[src/rtl/conv_row_sched.sv]
// Sequencer for the 7-tap row convolution unit: walks a 7x7 valid convolution
// tile by tile (four output columns per tile), accumulating seven row psums per tile.
module conv_row_sched #(
  parameter  int IMG_W = 28,
  parameter  int IMG_H = 28,
  localparam int OUT_W = IMG_W - 6,
  localparam int OUT_H = IMG_H - 6,
  localparam int IR_W  = (IMG_H > 1) ? $clog2(IMG_H) : 1,
  localparam int IC_W  = (IMG_W > 1) ? $clog2(IMG_W) : 1,
  localparam int OR_W  = (OUT_H > 1) ? $clog2(OUT_H) : 1,
  localparam int OT_W  = (OUT_W > 1) ? $clog2(OUT_W) : 1
) (
  input  logic            clk,
  input  logic            rst_n,
  input  logic            start,
  output logic            busy,
  output logic            done,
  output logic            rd_en,
  output logic [IR_W-1:0] img_row,
  output logic [IC_W-1:0] img_col,
  output logic [2:0]      wt_row,
  output logic            conv_en,
  input  logic [127:0]    psum_in,
  output logic            out_valid,
  input  logic            out_ready,
  output logic [127:0]    out_data,
  output logic [3:0]      out_mask,
  output logic [OR_W-1:0] out_row,
  output logic [OT_W-1:0] out_tile
);

  localparam int NT = (OUT_W + 3) / 4;

  typedef enum logic [1:0] {S_IDLE, S_ISSUE, S_DRAIN, S_OUT} state_t;

  state_t               state;
  logic [OR_W-1:0]      r;
  logic [OT_W-1:0]      t;
  logic [2:0]           k;
  logic                 drain;
  logic                 acc_en;
  logic [3:0][31:0]     acc;

  logic [OR_W-1:0]      nxt_r;
  logic [OT_W-1:0]      nxt_t;
  logic                 last_tile;
  logic                 launch;

  function automatic logic [3:0] lane_mask(input logic [OT_W-1:0] tile);
    logic [3:0] m;
    m = '0;
    for (int unsigned j = 0; j < 4; j++)
      m[j] = ((4 * int'(tile) + int'(j)) < OUT_W);
    return m;
  endfunction

  // Next tile coordinates are shared by the frame start and the post-handshake restart.
  always_comb begin
    nxt_r     = r;
    nxt_t     = t;
    last_tile = (r == OR_W'(OUT_H - 1)) && (t == OT_W'(NT - 1));
    if (state == S_IDLE) begin
      nxt_r = '0;
      nxt_t = '0;
    end else if (t == OT_W'(NT - 1)) begin
      nxt_r = r + OR_W'(1);
      nxt_t = '0;
    end else begin
      nxt_t = t + OT_W'(1);
    end
    launch = ((state == S_IDLE) && start) ||
             ((state == S_OUT) && out_ready && !last_tile);
  end

  always_ff @(posedge clk or negedge rst_n) begin
    if (!rst_n) begin
      state     <= S_IDLE;
      r         <= '0;
      t         <= '0;
      k         <= '0;
      drain     <= 1'b0;
      acc_en    <= 1'b0;
      acc       <= '0;
      busy      <= 1'b0;
      done      <= 1'b0;
      rd_en     <= 1'b0;
      img_row   <= '0;
      img_col   <= '0;
      wt_row    <= '0;
      conv_en   <= 1'b0;
      out_valid <= 1'b0;
      out_mask  <= '0;
    end else begin
      done    <= 1'b0;
      conv_en <= rd_en;
      acc_en  <= conv_en;

      // Masked lanes never accumulate, so lanes past the image edge read out as zero.
      if (acc_en) begin
        for (int unsigned j = 0; j < 4; j++)
          if (out_mask[j])
            acc[j] <= acc[j] + psum_in[32*j +: 32];
      end

      case (state)
        S_IDLE: ;
        S_ISSUE: begin
          if (k == 3'd6) begin
            state   <= S_DRAIN;
            drain   <= 1'b0;
            rd_en   <= 1'b0;
            img_row <= '0;
            img_col <= '0;
            wt_row  <= '0;
          end else begin
            k       <= k + 3'd1;
            wt_row  <= k + 3'd1;
            img_row <= IR_W'(r) + IR_W'(k + 3'd1);
          end
        end
        S_DRAIN: begin
          if (drain) begin
            state     <= S_OUT;
            out_valid <= 1'b1;
          end else begin
            drain <= 1'b1;
          end
        end
        S_OUT: begin
          if (out_ready) begin
            out_valid <= 1'b0;
            if (last_tile) begin
              state    <= S_IDLE;
              done     <= 1'b1;
              busy     <= 1'b0;
              r        <= '0;
              t        <= '0;
              acc      <= '0;
              out_mask <= '0;
            end
          end
        end
        default: state <= S_IDLE;
      endcase

      if (launch) begin
        state    <= S_ISSUE;
        busy     <= 1'b1;
        r        <= nxt_r;
        t        <= nxt_t;
        k        <= '0;
        rd_en    <= 1'b1;
        img_row  <= IR_W'(nxt_r);
        img_col  <= IC_W'(nxt_t) << 2;
        wt_row   <= '0;
        acc      <= '0;
        out_mask <= lane_mask(nxt_t);
      end
    end
  end

  assign out_data = acc;
  assign out_row  = r;
  assign out_tile = t;

endmodule
[config.mk]
export PLATFORM = sky130hd
export DESIGN_NAME = conv_row_sched
export DESIGN_NICKNAME = d
export VERILOG_FILES = /design/src/rtl/conv_row_sched.sv
export SDC_FILE = /design/constraint.sdc
export NUM_CORES = 1
export LEC_CHECK = 0
export BUFFER_PORTS_ARGS = -buffer_cell sky130_fd_sc_hd__buf_2
export CORE_MARGIN = 3
export CORE_UTILIZATION = 50
export CTS_CLUSTER_SIZE = 28
export DETAILED_ROUTE_END_ITERATION = 10
export GPL_TIMING_DRIVEN = 0
export PLACE_DENSITY = 0.8
export SLEW_MARGIN = 20
export SYNTH_ARGS = -nofsm -noshare
export SYNTH_HDL_FRONTEND = slang
export SYNTH_SLANG_ARGS = --single-unit
[constraint.sdc]
create_clock -name clk -period 5 [get_ports clk]
set_input_delay 1.5 -clock clk [delete_from_list [all_inputs] [get_ports clk]]
set_output_delay 1.5 -clock clk [all_outputs]
set_load 0.03 [all_outputs]
==> results of run 1 <==
[power groups by stage]
stage / Clock, mW / Sequential [mW] / Combinational (mW)
4_1_cts: 1.37 / 2.42 / 7.58
3_5_place_dp: 0 / 2.44 / 7.55
5_1_grt: 1.42 / 2.50 / 8.43
3_3_place_gp: 0 / 2.42 / 7.39
2_1_floorplan: 0 / 3.34 / 4.68
6_report: 1.33 / 2.43 / 7.59
[cells in the mapped netlist, types with 3 or more instances]
library cell and instances:
nor3_1 28, nor4_1 4, o21bai_1 15, o2111a_1 3, mux2i_1 4, xor2_1 41
clkbuf_1 53, nand2_1 253, inv_1 36, o21ai_1 8, ha_1 138, nand3_1 32
or3_1 6, nor2_1 99, fa_1 5, and2_1 10, o22ai_1 5, nand2b_1 18
a21oi_2 4, a21oi_1 217, o21ai_2 4, nand4_1 18, nor2b_1 22, o21a_1 20
buf_1 5, o21ai_0 59, xnor2_1 70, a211oi_1 20, dfrtp_1 164, o211ai_1 6
a21boi_0 3, a22o_1 7, a31oi_1 20, buf_4 3, a21o_1 68, and3_1 13
[kinds of logic after synthesis]
| family | count (synthesis) | synth area share |
|---|---|---|
| AO/OA/AOI/OAI | 491 | 0.244 |
| XOR/XNOR | 111 | 0.0764 |
| adder cells (fa/ha/maj) | 143 | 0.144 |
| buffers and inverters | 99 | 0.0303 |
| flip-flops | 164 | 0.322 |
| multiplexers | 4 | 0.00315 |
| other | 1 | 0.000295 |
| AND/OR/NAND/NOR | 516 | 0.180 |
[flip-flops by register name (all words and copies together) (netlist names)]
| signal | cells |
|---|---|
| out_data | 128 |
| img_row | 5 |
| out_row | 5 |
| out_tile | 5 |
| img_col | 3 |
| k | 3 |
| out_mask | 3 |
| wt_row | 3 |
| state | 2 |
| acc_en | 1 |
| busy | 1 |
| conv_en | 1 |
| done | 1 |
| drain | 1 |
| out_valid | 1 |
| rd_en | 1 |
[per-stage QoR]
| step | setup WS (ns) | utilization | hold WS, ns | instances |
|---|---|---|---|---|
| 2_1_floorplan | 0.814 | - | 0.533 | 1530 |
| 3_3_place_gp | -0.269 | 0.591 | 0.387 | 2143 |
| 3_5_place_dp | 0.416 | 0.592 | 0.390 | 2144 |
| 4_1_cts | 0.851 | 0.616 | 0.407 | 2175 |
| 5_1_grt | 0.597 | 0.616 | 0.424 | 2177 |
| 6_report | 0.810 | 0.616 | 0.404 | 2177 |
[layer usage]
| layer | share of wire | wire length, µm |
|---|---|---|
| met5 | 0.00030 | 11 |
| met4 | 0.025 | 935 |
| met3 | 0.057 | 2130 |
| met2 | 0.47 | 17500 |
| met1 | 0.45 | 16600 |
[layout make-up]
cell class | count | share of cell area
Multi-Input combinational cell | 1267 | 0.542
Sequential cell | 164 | 0.270
Timing Repair Buffer | 290 | 0.0976
Clock buffer | 21 | 0.0303
Tap cell | 324 | 0.0267
Buffer | 63 | 0.0165
Inverter | 36 | 0.00889
Clock inverter | 10 | 0.00814
Antenna cell | 2 | 0.000329
[final timing paths]
check	from	end	slack [ns]	cells past startpoint
worst max-delay path	psum_in[96]	out_data[124]	0.81	16
worst min-delay path	rd_en	conv_en	0.40	0
worst max register to register	out_data[96]	out_data[124]	1.56	15
worst min register to register	rd_en	conv_en	0.40	0
max in group asynchronous	rst_n	img_row[4]	3.08	2
min in group asynchronous	rst_n	out_data[108]	1.06	1
==> impl_metrics.env, run 1 <==
export IMPL_synthArstFlopShare=1.00
export IMPL_multi_input_area_um2=8240
export IMPL_io_buffers=289
export IMPL_grt_antenna_before_repair=3
export IMPL_fp_dieH_um=166
export IMPL_synth_area_top_cells="dfrtp_1, ha_1, a21oi_1"
export IMPL_cpMaxStageDelayCell="fa_1"
export IMPL_ys_warn_count=0
export IMPL_drive_gt1_frac=0.189
export IMPL_yosysUniqueCellTypes=69
export IMPL_area_delta_synth_final_pct=19.5
export IMPL_start_util=0.516
export IMPL_root_buffer="clkbuf_16"
export IMPL_p_switching_mw=5.88
export IMPL_pin_count=292
export IMPL_synth_edf_count=0
export IMPL_grt_pass1_wl_mm=59.7
export IMPL_grt_usage=0.269
export IMPL_nFillCells=2222
export IMPL_vias=12400
export IMPL_nets=2114
export IMPL_cts_resized=0
export IMPL_cp_max_fo=3
export IMPL_die_x_um=166
export IMPL_crit_buf_inv=2
export IMPL_top_usage_layer="met2"
export IMPL_htreeDepth=4
export IMPL_power_mw=11.3
export IMPL_synth_seq_area_share=0.322
export IMPL_rsz0062_at_grt="no"
export IMPL_p_int_mw=5.46
export IMPL_dieArea_um2=27400
export IMPL_stdcell_area_um2=15200
export IMPL_dr_pass1_iters=5
export IMPL_wl_mm=37.2
export IMPL_ys_ff_latch=164
export IMPL_fin_tns_setup_ns=0
export IMPL_wl_per_cell_um=17.1
export IMPL_clock_path_buffers=2
export IMPL_grt_max_degree=88
export IMPL_gp_congestion=0.930
export IMPL_path_cells="buf_2 -> ha_1 -> inv_1 -> fa_1 -> and2b_2 -> o21a_1 -> o21ai_2 -> a21oi_1 -> o211ai_1 -> a31oi_1 -> a21o_2 -> a21oi_1 -> o21a_1 -> o21ai_0 -> mux2i_1 -> nand2_1"
export IMPL_worstPathArrival_ns=4.49
export IMPL_final_common_cell="buf_2"
export IMPL_endpoint_kind="register"
export IMPL_finalCriticalPeriod_ns=4.19
export IMPL_tightest_slew_ns=0.903
export IMPL_drc_errors=0
export IMPL_placed_cell_area_um2=14600
export IMPL_outcome="finished clean"
export IMPL_synth_top_area_share=0.322
export IMPL_cpPeakStageDelay_ns=0.38
export IMPL_rows=57
export IMPL_final_cell_mix="buf_2, nand2_1, a21oi_1, dfrtp_1, ha_1"
export IMPL_maxSlewHeadroom=0.398
export IMPL_ir_drop_uv=446
export IMPL_pwr_share_clk=0.117
export IMPL_syn_inst=1529
export IMPL_postCtsHoldBufs=0
export IMPL_cts_tree="done"
export IMPL_swShare=0.518
export IMPL_insertion_delay_ns=0.42
export IMPL_post_route_period_util=0.838
export IMPL_max_cap_violations=0
export IMPL_first_global_vias=12000
export IMPL_cp_top_family="compound AO/OA/AOI/OAI gates"
export IMPL_cts_sinks=164
export IMPL_slew_violations=0
export IMPL_overflow=0
export IMPL_final_setup_skew_ns=0.0124
export IMPL_hold_path_class="reg -> reg"
export IMPL_use_met2=0.450
export IMPL_clkTransAtPathRegs_ns=0.07
export IMPL_register_area_um2=4100
export IMPL_place_hpwl_mm=29.0
export IMPL_drtIter0Drc=862
export IMPL_crit_type="in -> reg"
export IMPL_required_ns=5.30
export IMPL_final_hold_violation_count=0
export IMPL_grt_util_met3=0.0444
export IMPL_syn_area_um2=12700
export IMPL_core_region_area_um2=24700
export IMPL_antenna_left=0
export IMPL_seqPwrFrac=0.214
export IMPL_postCtsSetupRepairBufs=0
export IMPL_max_freq_ghz=0.239
export IMPL_avgSynthCellArea_um2=8.32
export IMPL_synth_flop_cell="dfrtp_1"
export IMPL_via_per_inst=5.68
export IMPL_leakagePower_nw=7.74
export IMPL_p_per_area_nw_per_um2=746
export IMPL_synth_area_leader_cell="dfrtp_1"
export IMPL_pwr_share_comb=0.669
export IMPL_use_met1=0.358
export IMPL_crit_path_start_kind="primary input"
export IMPL_setup_viol=0
export IMPL_cts_buffers=17
Note: power is estimated with default switching activity, not from simulation.
==> run 2, diff against run 1 <==
Settings changed: ABC_AREA set to 1, PLACE_DENSITY 0.8 to 0.77.
Clock period 5 ns to 4.3 ns, I/O delays scaled along.
==> impl_metrics.env, run 2 <==
export IMPL_outcome="finished clean"
export IMPL_ys_ff_latch=164
export IMPL_slew_violations=0
export IMPL_dieArea_um2=35800
export IMPL_vias=18400
export IMPL_crit_type="in -> reg"
export IMPL_synthTopCellsByCount="nand2_1, inv_1, nor2_1"
export IMPL_maxSlewHeadroom=0.441
export IMPL_pwr_share_comb=0.721
export IMPL_synth_seq_area_share=0.244
export IMPL_ys_warn_count=0
export IMPL_final_common_cell="nand2_1"
export IMPL_p_switching_mw=9.47
export IMPL_dr_pass1_iters=6
export IMPL_multi_input_area_um2=10200
export IMPL_io_buffers=289
export IMPL_cts_tree="done"
export IMPL_syn_area_um2=16800
export IMPL_whs_ns=0.408
export IMPL_nets=3463
export IMPL_seqPwrFrac=0.181
export IMPL_largest_reg_flops=128
export IMPL_leakagePower_nw=12.2
export IMPL_yosysUniqueCellTypes=37
export IMPL_clkTransAtPathRegs_ns=0.08
export IMPL_root_buffer="clkbuf_16"
export IMPL_die_x_um=189
export IMPL_start_util=0.512
export IMPL_clock_path_buffers=2
export IMPL_wl_mm=56.1
export IMPL_rows=66
export IMPL_grt_usage=0.311
export IMPL_final_setup_skew_ns=0.0124
export IMPL_yosysMostFrequentCell="nand2_1"
export IMPL_grt_max_degree=88
export IMPL_area_delta_synth_final_pct=15.7
export IMPL_synth_area_leader_cell="dfrtp_1"
export IMPL_synth_area_top_cells="dfrtp_1, nand2_1, inv_1"
export IMPL_finalCriticalPeriod_ns=3.01
export IMPL_htreeDepth=4
export IMPL_drtIter0Drc=1320
export IMPL_required_ns=4.66
export IMPL_fp_dieH_um=189
export IMPL_rsz0062_at_grt="no"
export IMPL_cp_max_fo=4
export IMPL_max_freq_ghz=0.332
export IMPL_grt_antenna_before_repair=13
export IMPL_antenna_left=0
export IMPL_drive_gt1_frac=0.111
export IMPL_final_core_util=0.592
export IMPL_drc_errors=0
export IMPL_setup_viol=0
export IMPL_fin_cells=3646
export IMPL_p_per_area_nw_per_um2=836
export IMPL_synth_flop_cell="dfrtp_1"
export IMPL_ir_drop_uv=415
export IMPL_swShare=0.584
export IMPL_overflow=0
export IMPL_tightest_slew_ns=0.839
export IMPL_endpoint_kind="register"
export IMPL_wl_per_cell_um=15.4
export IMPL_core_region_area_um2=32800
export IMPL_final_cell_mix="nand2_1, inv_1, nor2_1, buf_2, nand3_1"
export IMPL_insertion_delay_ns=0.46
export IMPL_max_cap_violations=0
export IMPL_via_per_inst=5.04
export IMPL_stdcell_area_um2=19400
export IMPL_worstPathArrival_ns=3.38
export IMPL_gp_congestion=0.955
export IMPL_cts_sinks=164
export IMPL_cts_resized=0
export IMPL_postCtsHoldBufs=0
export IMPL_grt_pass1_wl_mm=89.2
export IMPL_hold_path_class="reg -> reg"
export IMPL_placed_cell_area_um2=18800
export IMPL_final_hold_violation_count=0
export IMPL_dp_cells=3611
export IMPL_cts_buffers=17
export IMPL_crit_path_start_kind="primary input"
export IMPL_post_route_period_util=0.701
export IMPL_avgSynthCellArea_um2=5.83
export IMPL_synth_top_area_share=0.244
export IMPL_p_int_mw=6.75
export IMPL_synth_edf_count=0
export IMPL_place_hpwl_mm=46.0
export IMPL_postCtsSetupRepairBufs=0
export IMPL_synthArstFlopShare=1.00
export IMPL_register_area_um2=4100
export IMPL_pwr_share_clk=0.098
export IMPL_syn_inst=2878
export IMPL_nFillCells=3329
export IMPL_first_global_vias=17500
export IMPL_pin_count=292
==> run 2: cell types whose count changed after synthesis, sizes merged, moves of 20 or more <==
cell    before   now
nand2      253  1008
nor2        99   348
nand3       32   200
a21oi      221   131
xnor2       70    33
a21o        69     4
o21ai       71    91
clkbuf      53    21
nor2b       22     0
inv         36   592
a31oi       21     1
o21a        20     0
==> run 2: worst max-delay path, stage by stage <==
cell     delay [ns]
buf_2          0.12
ha_1           0.22
inv_1          0.07
fa_1           0.41
inv_1          0.11
nand3_1        0.07
nand3_1        0.22
nand2_1        0.08
nand2_1        0.22
nand2_1        0.14
nand4_1        0.11
nand3_1        0.16
nand2_1        0.12
inv_1          0.04
==> run 2: path summary, 6_finish.rpt <==
path | slack, ns | start | to | cells past startpoint
min in group asynchronous | 0.79 | rst_n | out_data[18] | 1
worst max-delay path | 1.29 | psum_in[32] | out_data[56] | 14
max in group asynchronous | 2.63 | rst_n | out_data[87] | 2
worst min-delay path | 0.41 | conv_en | acc_en | 0
worst min register to register | 0.41 | conv_en | acc_en | 0
worst max register to register | 1.75 | out_data[32] | out_data[56] | 13
==> run 2: cell type report <==
class,count,share of cell area
Buffer,45,0.0111
Clock inverter,15,0.00793
Clock buffer,17,0.0219
Inverter,592,0.114
Tap cell,442,0.0285
Multi-Input combinational cell,2078,0.528
Sequential cell,164,0.211
Antenna cell,3,0.000387
Timing Repair Buffer,290,0.0764
==> run 2: kinds of logic (layout without fill, tap and decap cells) <==
kind of cell,Yosys count,after routing,share of synthesized area
mux,1,1,0.000671
other cells,1,5,0.000223
compound gates,250,250,0.0787
buf+inv,637,959,0.145
fa+ha+maj,143,143,0.109
xor+xnor,68,68,0.0355
flops,164,164,0.244
simple gates,1614,1614,0.386
==> run 2: metrics by stage <==
stage          power, mW  TNS (ns)  worst slack, ns
2_1_floorplan       11.2         0             1.53
3_5_place_dp        14.5         0            0.895
6_report            16.2         0             1.29
4_1_cts             16.2         0             1.38
3_3_place_gp        14.3   -134.00           -0.832
5_1_grt             17.8         0             1.18
==> run 2: layer usage <==
metal | share of wire | GRT usage | vias up
li1 | - | - | 9382
met1 | 0.45 | 0.413 | 8295
met2 | 0.44 | 0.506 | 579
met3 | 0.082 | 0.0733 | 100
met4 | 0.026 | 0.0935 | 20
met5 | 0.0024 | 0 | -
==> run 2: power groups by stage <==
stage | sequential (mW) | combinational (mW) | clock, mW
5_1_grt | 3.04 | 13.1 | 1.67
2_1_floorplan | 4.10 | 7.13 | 0
4_1_cts | 2.93 | 11.6 | 1.62
6_report | 2.94 | 11.7 | 1.59
3_3_place_gp | 2.92 | 11.4 | 0
3_5_place_dp | 2.95 | 11.6 | 0
